## src/rtl/bypass_fifo_pkg.sv

```systemverilog
// Shared defaults and status record for the bypass stream FIFO.
// Status count is kept wide enough for any supported DEPTH (up to 255 entries).
package bypass_fifo_pkg;

  localparam int DEF_WIDTH = 8;
  localparam int DEF_DEPTH = 4;
  localparam int STAT_CW   = 8;

  typedef struct packed {
    logic [STAT_CW-1:0] count;
    logic               full;
    logic               empty;
    logic               ovf_err;
  } fifo_status_t;

  // Advance a count by +1, -1 or not at all depending on push/pop.
  function automatic logic [STAT_CW-1:0] count_step(input logic [STAT_CW-1:0] cnt,
                                                     input logic push,
                                                     input logic pop);
    logic [STAT_CW-1:0] res;
    res = cnt;
    if (push && !pop) begin
      res = cnt + STAT_CW'(1);
    end else if (pop && !push) begin
      res = cnt - STAT_CW'(1);
    end else begin
      res = cnt;
    end
    return res;
  endfunction

endpackage

```

## src/rtl/bypass_fifo_ptr.sv

```systemverilog
// Wrapping FIFO index: PW-bit counter with enable and synchronous clear,
// returning to 0 after DEPTH-1.
module bypass_fifo_ptr #(
  parameter int DEPTH = 4,
  parameter int PW    = $clog2(DEPTH)
) (
  input  logic          clk,
  input  logic          rst,
  input  logic          en,
  output logic [PW-1:0] ptr
);

  logic [PW-1:0] ptr_r;

  // Pointer register: clear, wrap at the last slot, or increment.
  always_ff @(posedge clk) begin
    if (rst) begin
      ptr_r <= '0;
    end else if (en) begin
      if (ptr_r == PW'(DEPTH - 1)) begin
        ptr_r <= '0;
      end else begin
        ptr_r <= ptr_r + PW'(1);
      end
    end else begin
      ptr_r <= ptr_r;
    end
  end

  assign ptr = ptr_r;

endmodule

```

## src/rtl/bypass_stream_fifo.sv

```systemverilog
// Stream FIFO with zero-latency bypass when empty, a registered status
// record, and an oldest-first window view including the incoming word.
module bypass_stream_fifo
  import bypass_fifo_pkg::*;
#(
  parameter int WIDTH = DEF_WIDTH,
  parameter int DEPTH = DEF_DEPTH,
  parameter int PW    = $clog2(DEPTH),
  parameter int CW    = $clog2(DEPTH + 1)
) (
  input  logic                   clk,
  input  logic                   rst,
  input  logic                   wr_valid,
  input  logic [WIDTH-1:0]       wr_data,
  output logic                   wr_ready,
  output logic                   rd_valid,
  output logic [WIDTH-1:0]       rd_data,
  input  logic                   rd_ready,
  output logic [CW-1:0]          count,
  output logic                   full,
  output logic                   empty,
  output logic [WIDTH*DEPTH-1:0] window,
  output logic [DEPTH-1:0]       window_valid,
  output logic                   ovf_err
);

  fifo_status_t       status_r;
  logic [WIDTH-1:0]   buf_r [DEPTH];
  logic [PW-1:0]      rd_ptr_s;
  logic [PW-1:0]      wr_ptr_s;
  logic               wr_fire_s;
  logic               rd_fire_s;
  logic               bypass_s;
  logic               store_s;
  logic               pop_s;
  logic [STAT_CW-1:0] cnt_nxt_s;
  logic [WIDTH*DEPTH-1:0] window_s;
  logic [DEPTH-1:0]   window_valid_s;

  assign wr_ready  = ~status_r.full;
  assign rd_valid  = ~status_r.empty | wr_valid;
  assign rd_data   = status_r.empty ? wr_data : buf_r[rd_ptr_s];
  assign wr_fire_s = wr_valid & wr_ready;
  assign rd_fire_s = rd_valid & rd_ready;

  // An empty FIFO hands a simultaneous write straight to the reader.
  assign bypass_s  = status_r.empty & wr_fire_s & rd_fire_s;
  assign store_s   = wr_fire_s & ~bypass_s;
  assign pop_s     = rd_fire_s & ~status_r.empty;
  assign cnt_nxt_s = count_step(status_r.count, store_s, pop_s);

  bypass_fifo_ptr #(.DEPTH(DEPTH), .PW(PW)) u_rd_ptr (
    .clk (clk),
    .rst (rst),
    .en  (pop_s),
    .ptr (rd_ptr_s)
  );

  bypass_fifo_ptr #(.DEPTH(DEPTH), .PW(PW)) u_wr_ptr (
    .clk (clk),
    .rst (rst),
    .en  (store_s),
    .ptr (wr_ptr_s)
  );

  // Status record: count, full/empty decode and overflow pulse.
  always_ff @(posedge clk) begin
    if (rst) begin
      status_r.count   <= '0;
      status_r.full    <= 1'b0;
      status_r.empty   <= 1'b1;
      status_r.ovf_err <= 1'b0;
    end else begin
      status_r.count   <= cnt_nxt_s;
      status_r.full    <= (cnt_nxt_s == STAT_CW'(DEPTH));
      status_r.empty   <= (cnt_nxt_s == STAT_CW'(0));
      status_r.ovf_err <= wr_valid & status_r.full;
    end
  end

  // Storage array: cleared on reset, written only on a non-bypassed write.
  always_ff @(posedge clk) begin
    if (rst) begin
      for (int i = 0; i < DEPTH; i++) begin
        buf_r[i] <= '0;
      end
    end else if (store_s) begin
      buf_r[wr_ptr_s] <= wr_data;
    end else begin
      buf_r <= buf_r;
    end
  end

  // Window: stored entries oldest-first, then the incoming word at slot count.
  always_comb begin
    window_s       = '0;
    window_valid_s = '0;
    for (int j = 0; j < DEPTH; j++) begin
      if (STAT_CW'(j) < status_r.count) begin
        window_s[j*WIDTH +: WIDTH] = buf_r[rd_ptr_s + PW'(j)];
        window_valid_s[j]          = 1'b1;
      end else if ((STAT_CW'(j) == status_r.count) && wr_valid) begin
        window_s[j*WIDTH +: WIDTH] = wr_data;
        window_valid_s[j]          = 1'b1;
      end else begin
        window_s[j*WIDTH +: WIDTH] = '0;
        window_valid_s[j]          = 1'b0;
      end
    end
  end

  assign count        = status_r.count[CW-1:0];
  assign full         = status_r.full;
  assign empty        = status_r.empty;
  assign ovf_err      = status_r.ovf_err;
  assign window       = window_s;
  assign window_valid = window_valid_s;

endmodule

```

## config.mk

```make
export PLATFORM = sky130hd
export DESIGN_NAME = bypass_stream_fifo
export DESIGN_NICKNAME = d
export VERILOG_FILES = /design/src/rtl/bypass_fifo_pkg.sv /design/src/rtl/bypass_fifo_ptr.sv /design/src/rtl/bypass_stream_fifo.sv
export SDC_FILE = /design/constraint.sdc
export NUM_CORES = 1
export LEC_CHECK = 0
export CAP_MARGIN = 20
export CORE_ASPECT_RATIO = 0.9
export CORE_MARGIN = 2
export CORE_UTILIZATION = 53
export CTS_CLUSTER_DIAMETER = 40
export DETAILED_ROUTE_END_ITERATION = 6
export PLACE_DENSITY = 0.8
export SLEW_MARGIN = 20
export SYNTH_ARGS = -nofsm -noshare
export SYNTH_HDL_FRONTEND = slang
export SYNTH_SLANG_ARGS = --single-unit
```

## constraint.sdc

```tcl
create_clock -name clk -period 2.9 [get_ports clk]
set_clock_uncertainty 0.15 [all_clocks]
set_input_delay 0.58 -clock clk [delete_from_list [all_inputs] [get_ports clk]]
set_output_delay 0.58 -clock clk [all_outputs]
set_load 0.01 [all_outputs]
```

# Word level (Yosys, flattened, before mapping)
# Cells that the tools add are included.
totals:
  regBits: 47
  word_cells: 95
  out_inout_bits: 52
  input_bits: 12
classes:
  n_mux: 36
  n_addsub: 6
  n_reduce_logical: 11
  n_eq_ne: 6
  n_lt_le_gt_ge: 10
  bitwise: 16
ops:
  columns: ["operator", "n"]
  rows:
  - ["$mux 8", 20]
  - ["$bmux 8 s2", 4]
  - ["$bwmux 32", 1]
  - ["$demux 8 s2", 1]
  - ["$eq 2x8->1 const A", 2]
  - ["$logic_not 8->1", 2]
  - ["$lt 1x8->1 const A", 2]
  - ["$lt 2x8->1 const A", 2]
  - ["$ge 3x3->1 const B", 5]
  - ["$not 2->3", 5]
  - ["$add 8x1->8 const B", 1]
  - ["$eq 1x8->1 const A", 1]
  - ["$eq 8x3->1 const B", 1]
  - ["$mux 1", 8]
  - ["$sub 8x1->8 const B", 1]
  - ["$and 1x1->1", 7]
  - ["$logic_and 1x1->1", 7]
  - ["$add 2x1->2 const B", 2]
  - ["$add 2x2->2 const B", 2]
  - ["$eq 2x2->1 const B", 2]
  - ["$mux 2", 2]
  - ["$lt 3x1->1 const B", 1]
  - ["$not 1->1", 3]
  - ["$logic_not 1->1", 2]
  - ["$or 1x1->1", 1]

# Longest topological paths before layout
# Gate-level depths: netlist (run 1).
depth:
  depth_word: 11
  ltp_mapped: 7
  mapped_depth_nobuf: 7

# By module
# From an unflattened synthesis (run 1), not the netlist that was laid out.
hier_totals:
  hier_cells: 419
  hier_area_um2: 3330.7
modules_own_cells:
  columns: ["module", "n_inst", "cells_per_inst", "seq_area_each_um2", "area_per_inst_um2"]
  rows:
  - ["bypass_stream_fifo", 1, 403, 860.8, 3158.0]
  - ["bypass_fifo_ptr", 2, 8, 40.0, 86.3]

# Worst setup path after synthesis (run 1)
# No wires, ideal clock.
synth_path:
  path_type: "register -> output"
  from: "reg status_r[7] (netlist name)"
  to: "out window[19]"
  t_arrival_ns: 1.616
  required_ns: 2.170
  path_stages_with_launch: 8
  path_buffers: 2
  slack_ns: 0.554
  path_cell_list: "dfxtp_1 -> or3_4 -> nor4_2 -> nor2b_1 -> buf_4 -> buf_4 -> nand3_1 -> o21ai_0"
synth_between:
  elab_chain_len: 4
  elab_cells_between_ends: 5
  classes_between: "order compare (1); eq/ne (1); mux (2); reduce/logical (1)"
synth_lines:
  columns: ["item", "line", "text"]
  rows:
  - ["start, declared", "bypass_stream_fifo.sv:27", "fifo_status_t status_r;"]
  - ["parallel branches: the longest is 3 deep, another holds $lt 2x8->1", null, null]
  - ["$mux 8 *", "bypass_stream_fifo.sv:99", "if (STAT_CW'(j) < status_r.count) begin"]
  - ["end, declared", "bypass_stream_fifo.sv:22", "output logic [WIDTH*DEPTH-1:0] window,"]
# Every way passes the cells marked *.

# Worst setup path in the final report (run 1)
layout_path:
  from: "reg status_r[6] (netlist name)"
  to: "out window[8]"
layout_between:
  elab_chain_len: 4
  elab_cells_between_ends: 5
  classes_between: "order compare (1); eq/ne (1); mux (2); reduce/logical (1)"
layout_lines:
  columns: ["item", "line"]
  rows:
  - ["parallel branches: the longest is 3 deep, another holds $lt 1x8->1", null]
  - ["$mux 8 *", "bypass_stream_fifo.sv:99"]
# Marked as above.

==> flow_metrics.tcl, run 1 <==
set metrics [dict create \
    cts_tree "done" \
    synth_adder_area_share_pct 4.184 \
    drt_iter0_markers 425 \
    synth.distinct_cells 45 \
    post-synth-top-area-fraction_pct 28.60 \
    synth-edff-count 0 \
    cts_root_buf "clkbuf_8" \
    port_buffers 63 \
    coreArea_um2 6047 \
    crit_path_end_kind "output pin" \
    drc 0 \
    max_slew_margin_pct 55.69 \
    synth-xor-area-share_pct 1.864 \
    powerDensity_nw_per_um2 674.2 \
    worstPathMaxFanout 9 \
    clock.fmax_mhz 346.6 \
    diodes 0 \
    fin_crit_sh_pct 99.48 \
    switching_share_pct 40.06 \
    synthFlopType "dfxtp_1" \
    synth-simple-area-share_pct 26.66 \
    yosys.area.top_type "dfxtp_1" \
    hold_violations 0 \
    p_leak_uw 0.001612 \
    hold_path_depth 2 \
    synth_top_family_by_area "simple AND/OR/NAND/NOR gates" \
    track_usage_pct 28.02 \
    antenna_found_initial 0 \
    outcome "finished, final reports clean" \
    wl_um 9559 \
    dr.pass1.iters 5 \
    synth_area_leaders "dfxtp_1 (29%), a21oi_1 (8.8%), nand3_1 (7.5%), nand2_1 (7.2%), o21ai_0 (6.5%)" \
    p_int_uw 1662 \
    syn_avg_cell_area_um2 7.261 \
    cp_top_family "simple AND/OR/NAND/NOR gates" \
    power_uw 2773 \
    synth_mux_area_share_pct 11.26 \
    via_per_inst 6.009 \
    layout-drive-gt1-share_pct 19.60 \
    final_antenna_net_count 0 \
    gr-total-overflow 0 \
    p_seq_share_pct 28.0 \
    r2r_cells 6 \
    clkPwrFrac_pct 17.3 \
    syn_area_um2 3289 \
    tightest_slew_ps 663.7 \
    synth_compound_area_share_pct 20.27 \
    critPathSlowestCell "or3_4" \
    ys_seq_area_share_pct 28.60 \
    fp.dieH_um 78.74 \
    ir_drop_mv 0.3116 \
    worstPathCellList "or3_4 -> nor4_4 -> buf_4 -> and3_1 -> buf_6 -> a22o_1 -> dlygate4sd2_1" \
    grt_max_degree 40 \
    slowest_delay_ps 410 \
    worst_ep_required_time_ps 2170 \
    hpwl_um 6752 \
    startpoint_type "register" \
    wire_per_inst_um 16.57 \
    p_comb_share_pct 54.8 \
    synth_nets 476 \
    gp_congestion 0.8763 \
    path_class "register to output pin" \
    clock-sinks 47 \
    rsz0062_at_grt "yes" \
    io_pins 64 \
    clk_latency_ps 310 \
    cts_made_buffers 5 \
    worst_hold_slack_ps 319.2 \
    clockBufferDepth 2 \
    fp.dieArea_um2 6854 \
    fin_nets 528 \
    crit_arrival_ps 2160 \
    fin_crit_ps 2885 \
    power.switching_uw 1111 \
    vias 3467 \
    area_growth_pct 25.03 \
    start_util_pct 54.40 \
    fillerInstances 473 \
    path_clk_slew_ps 90 \
    async_reset_ff_share_pct 0 \
    rrSetupSlack_ps 600 \
    fp-row-count 27 \
    grt_pass1_wl_um 15240 \
    grt_pass1_vias 3111 \
    cp.depth 7 \
    min_path_type "register to register" \
    drv_cap 0 \
    path_buf_inv 3 \
    setup_violations 0 \
    synth_cells 453 \
    fp.dieW_um 87.04 \
    maxSlewViolCount 0 \
    yosys_warnings 0 \
    htree_levels 2 \
    synth-seq-cells 47 \
]
stage by stage:
| step | instance area [um^2] | setup WS [ps] | util, % | cells | setup TNS, ps |
|---|---|---|---|---|---|
| 2_1_floorplan | 3289 | 554.0 | - | 453 | 0 |
| 3_3_place_gp | 4005 | -66.57 | 66.23 | 562 | -565.1 |
| 3_5_place_dp | 4005 | -135.1 | 66.23 | 562 | -1710 |
| 4_1_cts | 4091 | -2.780 | 67.66 | 575 | -2.780 |
| 5_1_grt | 4113 | -14.88 | 68.01 | 577 | -35.31 |
| 6_report | 4113 | 14.96 | 68.01 | 577 | 0 |
synthesized netlist by cell type, drive strengths merged, types with 2 or more instances:
| library cell | count |
|---|---|
| buf | 19 |
| o21ai | 44 |
| xor2 | 5 |
| nor2 | 43 |
| nor3 | 4 |
| clkbuf | 28 |
| and3 | 4 |
| a22o | 8 |
| a21oi | 58 |
| nand2b | 6 |
| and4 | 2 |
| ha | 11 |
| or3 | 2 |
| and2 | 3 |
| nand3 | 49 |
| mux2i | 19 |
| xnor2 | 2 |
| dfxtp | 47 |
| mux2 | 16 |
| inv | 5 |
| nor4 | 2 |
| nand2 | 63 |
cell families after synthesis:
kind of cell	after synthesis
AOI/OAI and AO/OA	118
xor gates and xnor gates	7
adders and majority gates	11
buffers and inverters	52
DFF	47
muxes	35
and+or+nand+nor	183
power by group through the flow:
stage / registers, uW / clock network [uW] / logic [uW]
2_1_floorplan: 765 / 0 / 873
3_3_place_gp: 784 / 0 / 1410
3_5_place_dp: 787 / 0 / 1440
4_1_cts: 773 / 480 / 1460
5_1_grt: 786 / 502 / 1630
6_report: 776 / 478 / 1520
final timing paths:
path                            endpoint              startpoint
setup reg to reg         full$_SDFF_PP0_        empty$_SDFF_PP1_
setup / recovery               window[8]  status_r[6]$_SDFF_PP0_
hold reg to reg   buf_r[27]$_SDFFE_PP0P_  buf_r[27]$_SDFFE_PP0P_
hold / removal    buf_r[27]$_SDFFE_PP0P_  buf_r[27]$_SDFFE_PP0P_
worst min-delay path: cells and delay by family, from the launching register on:
kind | cells | cell delay (ps)
flip-flops | 1 | 320
AND/OR/NAND/NOR | 1 | 50
AO/OA/AOI/OAI | 1 | 50
placed cells by master, fill, tap and decap left out, drive strengths merged, types with 11 or more instances in the layout:
cell type,instances
mux2i,19
nor2,43
clkbuf,18
a21oi,58
nand3,49
nand2,63
dfxtp,47
buf,40
ha,11
mux2,16
clkdlybuf4s50,27
o21ai,44
registers in the layout (all words and copies together), names as in the netlist:
signal / flops
u_rd_ptr.ptr: 2
ovf_err: 1
status_r: 5
empty: 1
buf_r: 32
u_wr_ptr.ptr: 2
count: 3
full: 1
layer usage:
| layer | global-route usage (%) | part of all wire, % |
|---|---|---|
| met1 | 39.06 | 46 |
| met2 | 43.05 | 45 |
| met5 | 0 | 0 |
| met3 | 5.613 | 8.0 |
| met4 | 9.531 | 1.6 |
what timing repair did:
item / in CTS / in global routing
pin swaps: 0 / 1
resized for setup: 76 / 55
setup endpoints to repair: 37 / 43
setup buffers: 5 / 1
hold buffers: 0 / 0
cloned: 1 / 1
layout make-up:
class | instances | area, um^2 | area share (%)
Multi-Input combinational cell | 354 | 2168 | 52.72
Sequential cell | 47 | 942.2 | 22.91
Timing Repair Buffer | 92 | 787.0 | 19.14
Tap cell | 72 | 90.09 | 2.190
Clock buffer | 5 | 68.82 | 1.673
Clock inverter | 2 | 37.54 | 0.9127
Inverter | 5 | 18.77 | 0.4563
No activity file was read; power rests on OpenSTA's default activity.
==> run 2: changes to the inputs <==
--- a/config.mk
+++ b/config.mk
@@ -9,10 +9,11 @@
 export CORE_ASPECT_RATIO = 0.9
 export CORE_MARGIN = 2
 export CORE_UTILIZATION = 53
-export CTS_CLUSTER_DIAMETER = 40
+export CTS_CLUSTER_DIAMETER = 100
 export DETAILED_ROUTE_END_ITERATION = 6
 export PLACE_DENSITY = 0.8
 export SLEW_MARGIN = 20
 export SYNTH_ARGS = -nofsm -noshare
 export SYNTH_HDL_FRONTEND = slang
 export SYNTH_SLANG_ARGS = --single-unit
+export TNS_END_PERCENT = 100
==> results of run 2 <==
Final layout, timing and power as in run 1 (identical DEF).
==> patch 1: new RTL, config.mk and constraints of run 2 <==
The package constant `STAT_CW` goes from 8 to 9.
--- a/src/rtl/bypass_fifo_pkg.sv
+++ b/src/rtl/bypass_fifo_pkg.sv
@@ -6,3 +6,3 @@
   localparam int DEF_DEPTH = 4;
-  localparam int STAT_CW   = 8;
+  localparam int STAT_CW   = 9;
 
Check against the original RTL: same outputs for any inputs over 4 cycles, from zero or initial values and one cycle with rst high; that may be too few to reach the edited logic, so the function may still have changed.
==> patch 1 against run 2 <==
- the run now ends with negative setup slack left
- hold slack gained 0.0044 ns
- critical path depth grew 2
- sequential share of layout area shrank 0.64 points
- worst setup slack lost 0.36 ns
- wire length grew 9.0%
- sequential power grew 5.4%
- die area grew 0.33%
- register-to-register slack lost 0.14 ns
- sequential cell count grew 1
- area after synthesis grew 0.34%
- power grew 25%
- final area grew 5.6%
- final cell count grew 5.2%
- critical endpoint is now window[17]
- largest power group unchanged
==> patch 1: results (changes against run 2) <==
| Metric | Value |
|---|---|
| Vias in the first global route | 3219 (was 3111) |
| Register area share after synthesis | 0.2911 (was 0.2860) |
| Slowest cell on crit path | or4_4 (was or3_4) |
| Initial antenna violation count | 0 (unchanged) |
| Endpoint arrival time on the critical path | 2.52 ns (was 2.16 ns) |
| Routed wire length | 10.42 mm (was 9.559 mm) |
| Place WS | -0.2324 ns (was -0.1351 ns) |
| Largest registers | buf_r: 32 flops, status_r: 6 flops, count: 3 flops (was buf_r: 32 flops, status_r: 5 flops, count: 3 flops) |
| Synth Flop Type | dfxtp_1 (unchanged) |
| First-pass GRT wire length | 15.94 mm (was 15.24 mm) |
| Largest net degree at the start of global routing | 35 (was 40) |
| Clock-pin transition on the worst setup and hold timing paths | 0.10 ns |
| # setup viols final | 36 (was 0) |
| Drt pass-1 iters | 5 (unchanged) |
| H-Tree Depth | 2 (unchanged) |
| Hold_buf cts | 0 (unchanged) |
| Via count | 3660 (was 3467) |
| Final worst slack | -0.3496 ns (was 0.01496 ns) |
| Syn_nets | 491 (was 476) |
| Clock Latency Late Sink | 0.32 ns |
| I/O Buffers | 63 (unchanged) |
| Worst hold-check path type | reg2reg (unchanged) |
| Largest cells by area after synthesis | dfxtp_1 29%, nand2_1 9.0%, o21ai_0 8.6% (was dfxtp_1 29%, a21oi_1 8.8%, nand3_1 7.5%) |
| Number of buffers created by CTS | 5 (unchanged) |
| Lkg Pwr | 1.728 nW (was 1.612 nW) |
| Ys Warns | 0 (unchanged) |
| Root Driver | clkbuf_8 (unchanged) |
| Post-placement cell area | 0.004110 sq mm (was 0.004005 sq mm) |
| Post-DP HPWL | 6.962 mm (was 6.752 mm) |
| Logic pwr share | 0.617 (was 0.548) |
| Setup TNS | -8.983 ns (was 0 ns) |
| Max incr delay on CP | 0.53 ns (was 0.41 ns) |
| Failing checks | negative setup slack |
| Pins over their slew limit | 0 (unchanged) |
| Switching Fraction | 0.4197 (was 0.4006) |
| Most instantiated cells after synthesis | 79 x nand2_1, 57 x o21ai_0, 52 x nand3_1 (was 63 x nand2_1, 58 x a21oi_1, 49 x nand3_1) |
| Initial DRC count | 423 (was 425) |
| Rel. slew slack | 0.6001 (was 0.5569) |
| Netlist cell types | 42 (was 45) |
| Placer Congestion | 0.9118 (was 0.8763) |
| Overall Global Routing Usage | 0.2932 (was 0.2802) |
| Crit-path max FO | 8 (was 9) |
| Asr flop ratio synth | 0 (unchanged) |
| Fin cells | 607 (was 577) |
| Inserted Diodes | 0 (unchanged) |
| Crit-path leading delay family | simple AND/OR/NAND/NOR gates (unchanged) |
| Fillers | 478 (was 473) |
| Run status | finished, violations left (was finished, final reports clean) |
| Fin nets | 556 (was 528) |
| Synthesized area per cell | 7.038 sq um (was 7.261 sq um) |
| Worst vdd ir | 0.4291 mV (was 0.3116 mV) |
| Share of cells above drive strength 1 | 0.2579 (was 0.1960) |
| Clock Path Buffers | 2 (unchanged) |
| Placed Cells | 590 (was 562) |
==> patch 1: timing repair <==
action | 4_1_cts | 5_1_grt
hold endpoints to repair | 0 | 0
gates cloned | 3 | 1
pin swaps | 1 | 4
gates resized for setup | 157 | 58
setup endpoints to repair | 36 | 45
setup buffers | 3 | 5
==> patch 1: metal layers <==
layer,global-route usage,wire (um),share of wire
met4,0.07385,161,0.015
met5,0,0,0
met3,0.04574,987,0.095
met2,0.4527,4736,0.45
met1,0.4268,4534,0.44
==> patch 1: worst paths after layout <==
kind | depth (start not counted) | slack [ns] | endpoint | from
worst max register to register | 8 | 0.46 | empty | count[2]
worst max-delay path | 9 | -0.35 | window[17] | count[2]
worst min register to register | 2 | 0.32 | buf_r[19] | buf_r[19]
worst min-delay path | 2 | 0.32 | buf_r[19] | buf_r[19]
==> patch 1: power by group through the flow <==
stage / Sequential, mW / Clock, mW / Combinational, mW
floorplan: 0.800 / 0 / 1.04
global placement: 0.822 / 0 / 1.84
detailed placement: 0.825 / 0 / 1.87
CTS: 0.811 / 0.509 / 2.01
global route: 0.832 / 0.542 / 2.29
finish: 0.818 / 0.511 / 2.14
==> patch 1: cell type report <==
cell class / instances / area (sq um) / share of cell area
Clock buffer: 5 / 68.82 / 0.01584
Clock inverter: 3 / 46.29 / 0.01066
Inverter: 7 / 26.28 / 0.006048
Multi-Input combinational cell: 368 / 2233 / 0.5141
Sequential cell: 48 / 967.2 / 0.2226
Tap cell: 72 / 90.09 / 0.02074
Timing Repair Buffer: 104 / 912.1 / 0.2100
==> patch 1: logic make-up after synthesis <==
logic type | synth area share
AND/OR/NAND/NOR | 0.2688
AO/OA/AOI/OAI | 0.1960
buffers and inverters | 0.07240
flip-flops | 0.2911
multiplexers | 0.1152
adder cells (fa/ha/maj) | 0.03791
XOR/XNOR | 0.01858
==> patch 2: new RTL, config.mk and constraints of run 2 <==
Without the edit above. Register the output `count`, without a reset; this adds one clock of latency there. The other outputs are not delayed to match.
--- a/src/rtl/bypass_stream_fifo.sv
+++ b/src/rtl/bypass_stream_fifo.sv
@@ -25,2 +25,4 @@
 );
+
+  logic [CW-1:0] count_d;
 
@@ -111,3 +113,3 @@
 
-  assign count        = status_r.count[CW-1:0];
+  assign count_d      = status_r.count[CW-1:0];
   assign full         = status_r.full;
@@ -118,2 +120,6 @@
 
+  always_ff @(posedge clk) begin
+    count <= count_d;
+  end
+
 endmodule
Check against the original RTL: not equivalent (Yosys sat finds a counterexample within 4 cycles, from zero or initial values and one cycle with rst high).
==> patch 2 against run 2 <==
- final cell count rose by 3.3%
- worst setup slack got worse by 0.0064 ns
- largest cell class unchanged
- core utilization is 5.1 points higher
- sequential cell count increased by 3
- final area increased by 7.5%
- area after synthesis down 0.23%
- wire length increased by 11%
- power up 13%
==> patch 2: results (changes against run 2) <==
| Metric | Value |
|---|---|
| Lkg Pwr | 2.006 nW (was 1.612 nW) |
| Met1 wire length | 4.457 mm (was 4.368 mm) |
| FF-to-FF setup slack | 0.63 ns (was 0.60 ns) |
| Worst hold slack | 0.2839 ns (was 0.3192 ns) |
| Slowest cell on crit path | clkdlybuf4s50_1 (was or3_4) |
| Origin of the critical flop-to-flop path | empty (unchanged) |
| Adder-Cell Fraction of Synth Area | 0.04194 (was 0.04184) |
| Origin of the worst setup path | status_r[6] (unchanged) |
| Met1 usage | 0.4199 (was 0.3906) |
| Initial antenna violation count | 0 (unchanged) |
| Crit-path leading delay family | buffers and inverters (was simple AND/OR/NAND/NOR gates) |
| Syn_nets | 478 (was 476) |
| FMAX | 345.9 MHz (was 346.6 MHz) |
| Post-DP HPWL | 7.430 mm (was 6.752 mm) |
| Initial DRC count | 401 (was 425) |
| Run status | finished, final reports clean (unchanged) |
| Drt pass-1 iters | 6 (was 5) |
| Overall Global Routing Usage | 0.3138 (was 0.2802) |
| R2R depth | 7 (was 6) |
| Most instantiated cells after synthesis | 78 x nand2_1, 60 x a21oi_1, 50 x dfxtp_1 (was 63 x nand2_1, 58 x a21oi_1, 49 x nand3_1) |
| Max incr delay on CP | 0.49 ns (was 0.41 ns) |
| Met2 WL post-DR | 4.955 mm (was 4.271 mm) |
| Place WS | -0.08745 ns (was -0.1351 ns) |
| Register area share after synthesis | 0.3050 (was 0.2860) |
| Rel. slew slack | 0.5692 (was 0.5569) |
| Synth Area in Compound Gates | 0.2116 (was 0.2027) |
| Placed Cells | 583 (was 562) |
| Synthesized area per cell | 7.213 sq um (was 7.261 sq um) |
| Largest net degree at the start of global routing | 34 (was 40) |
| First-pass GRT wire length | 16.72 mm (was 15.24 mm) |
| Crit-path max FO | 5 (was 9) |
| Fin cells | 596 (was 577) |
| Hold Startpoint | count_d[0] (was buf_r[27]) |
| Vias in the first global route | 3389 (was 3111) |
| XOR/XNOR share of the synthesized area | 0.01868 (was 0.01864) |
| Wirelength per Cell | 17.80 um (was 16.57 um) |
| Asr flop ratio synth | 0 (unchanged) |
| Post-placement cell area | 0.004155 sq mm (was 0.004005 sq mm) |
| Cell depth of the worst hold path | 0 (was 2) |
| M3 GR Usage | 0.05783 (was 0.05613) |
| Via count | 3648 (was 3467) |
| Largest registers | buf_r: 32 flops, status_r: 5 flops (was buf_r: 32 flops, status_r: 5 flops, count: 3 flops) |
| Worst vdd ir | 0.4772 mV (was 0.3116 mV) |
| Mux contribution to synthesized area | 0.1098 (was 0.1126) |
| Largest cells by area after synthesis | dfxtp_1 30%, a21oi_1 9.1%, nand2_1 8.9% (was dfxtp_1 29%, a21oi_1 8.8%, nand3_1 7.5%) |
| Netlist cell types | 39 (was 45) |
| Share of cells above drive strength 1 | 0.1775 (was 0.1960) |
| M2 GR Usage | 0.5061 (was 0.4305) |
| Met3 Wirelength | 871 um (was 769 um) |
| Fin nets | 546 (was 528) |
| Placer Congestion | 0.9128 (was 0.8763) |
[patch 2: area by class of cell]
class,instances,area (sq um)
clock inverters,2,37.54
fillers,465,1625
clock buffers,6,72.57
multi-input cells,358,2162
repair buffers,103,1032
well taps,72,90.09
flip-flops and latches,50,1008
inverters,5,18.77
[patch 2: report_power, final]
part           switching, mW  internal (mW)
combinational          0.946          0.826
clock                  0.246          0.258
sequential             0.104          0.764
total                   1.30           1.85
[patch 2: path summary, 6_finish.rpt]
kind	to
max reg2reg	empty
min	count[0]
max	window_valid[0]
min reg2reg	count[0]
[patch 2: worst reg2reg max path: stages (launching register included)]
cell and delay (ns):
dfxtp_1 0.74, buf_4 0.23, and2b_1 0.22, nand3_1 0.09, o21ai_0 0.08, a22o_1 0.20
and4_1 0.21, a41o_1 0.24
[patch 2: repair_timing]
| action | in CTS | in global routing |
|---|---|---|
| cloned | 2 | 0 |
| pin swaps | 3 | 0 |
| gates resized for setup | 37 | 42 |
| setup buffers | 1 | 2 |
| endpoints found under the setup margin | 41 | 27 |
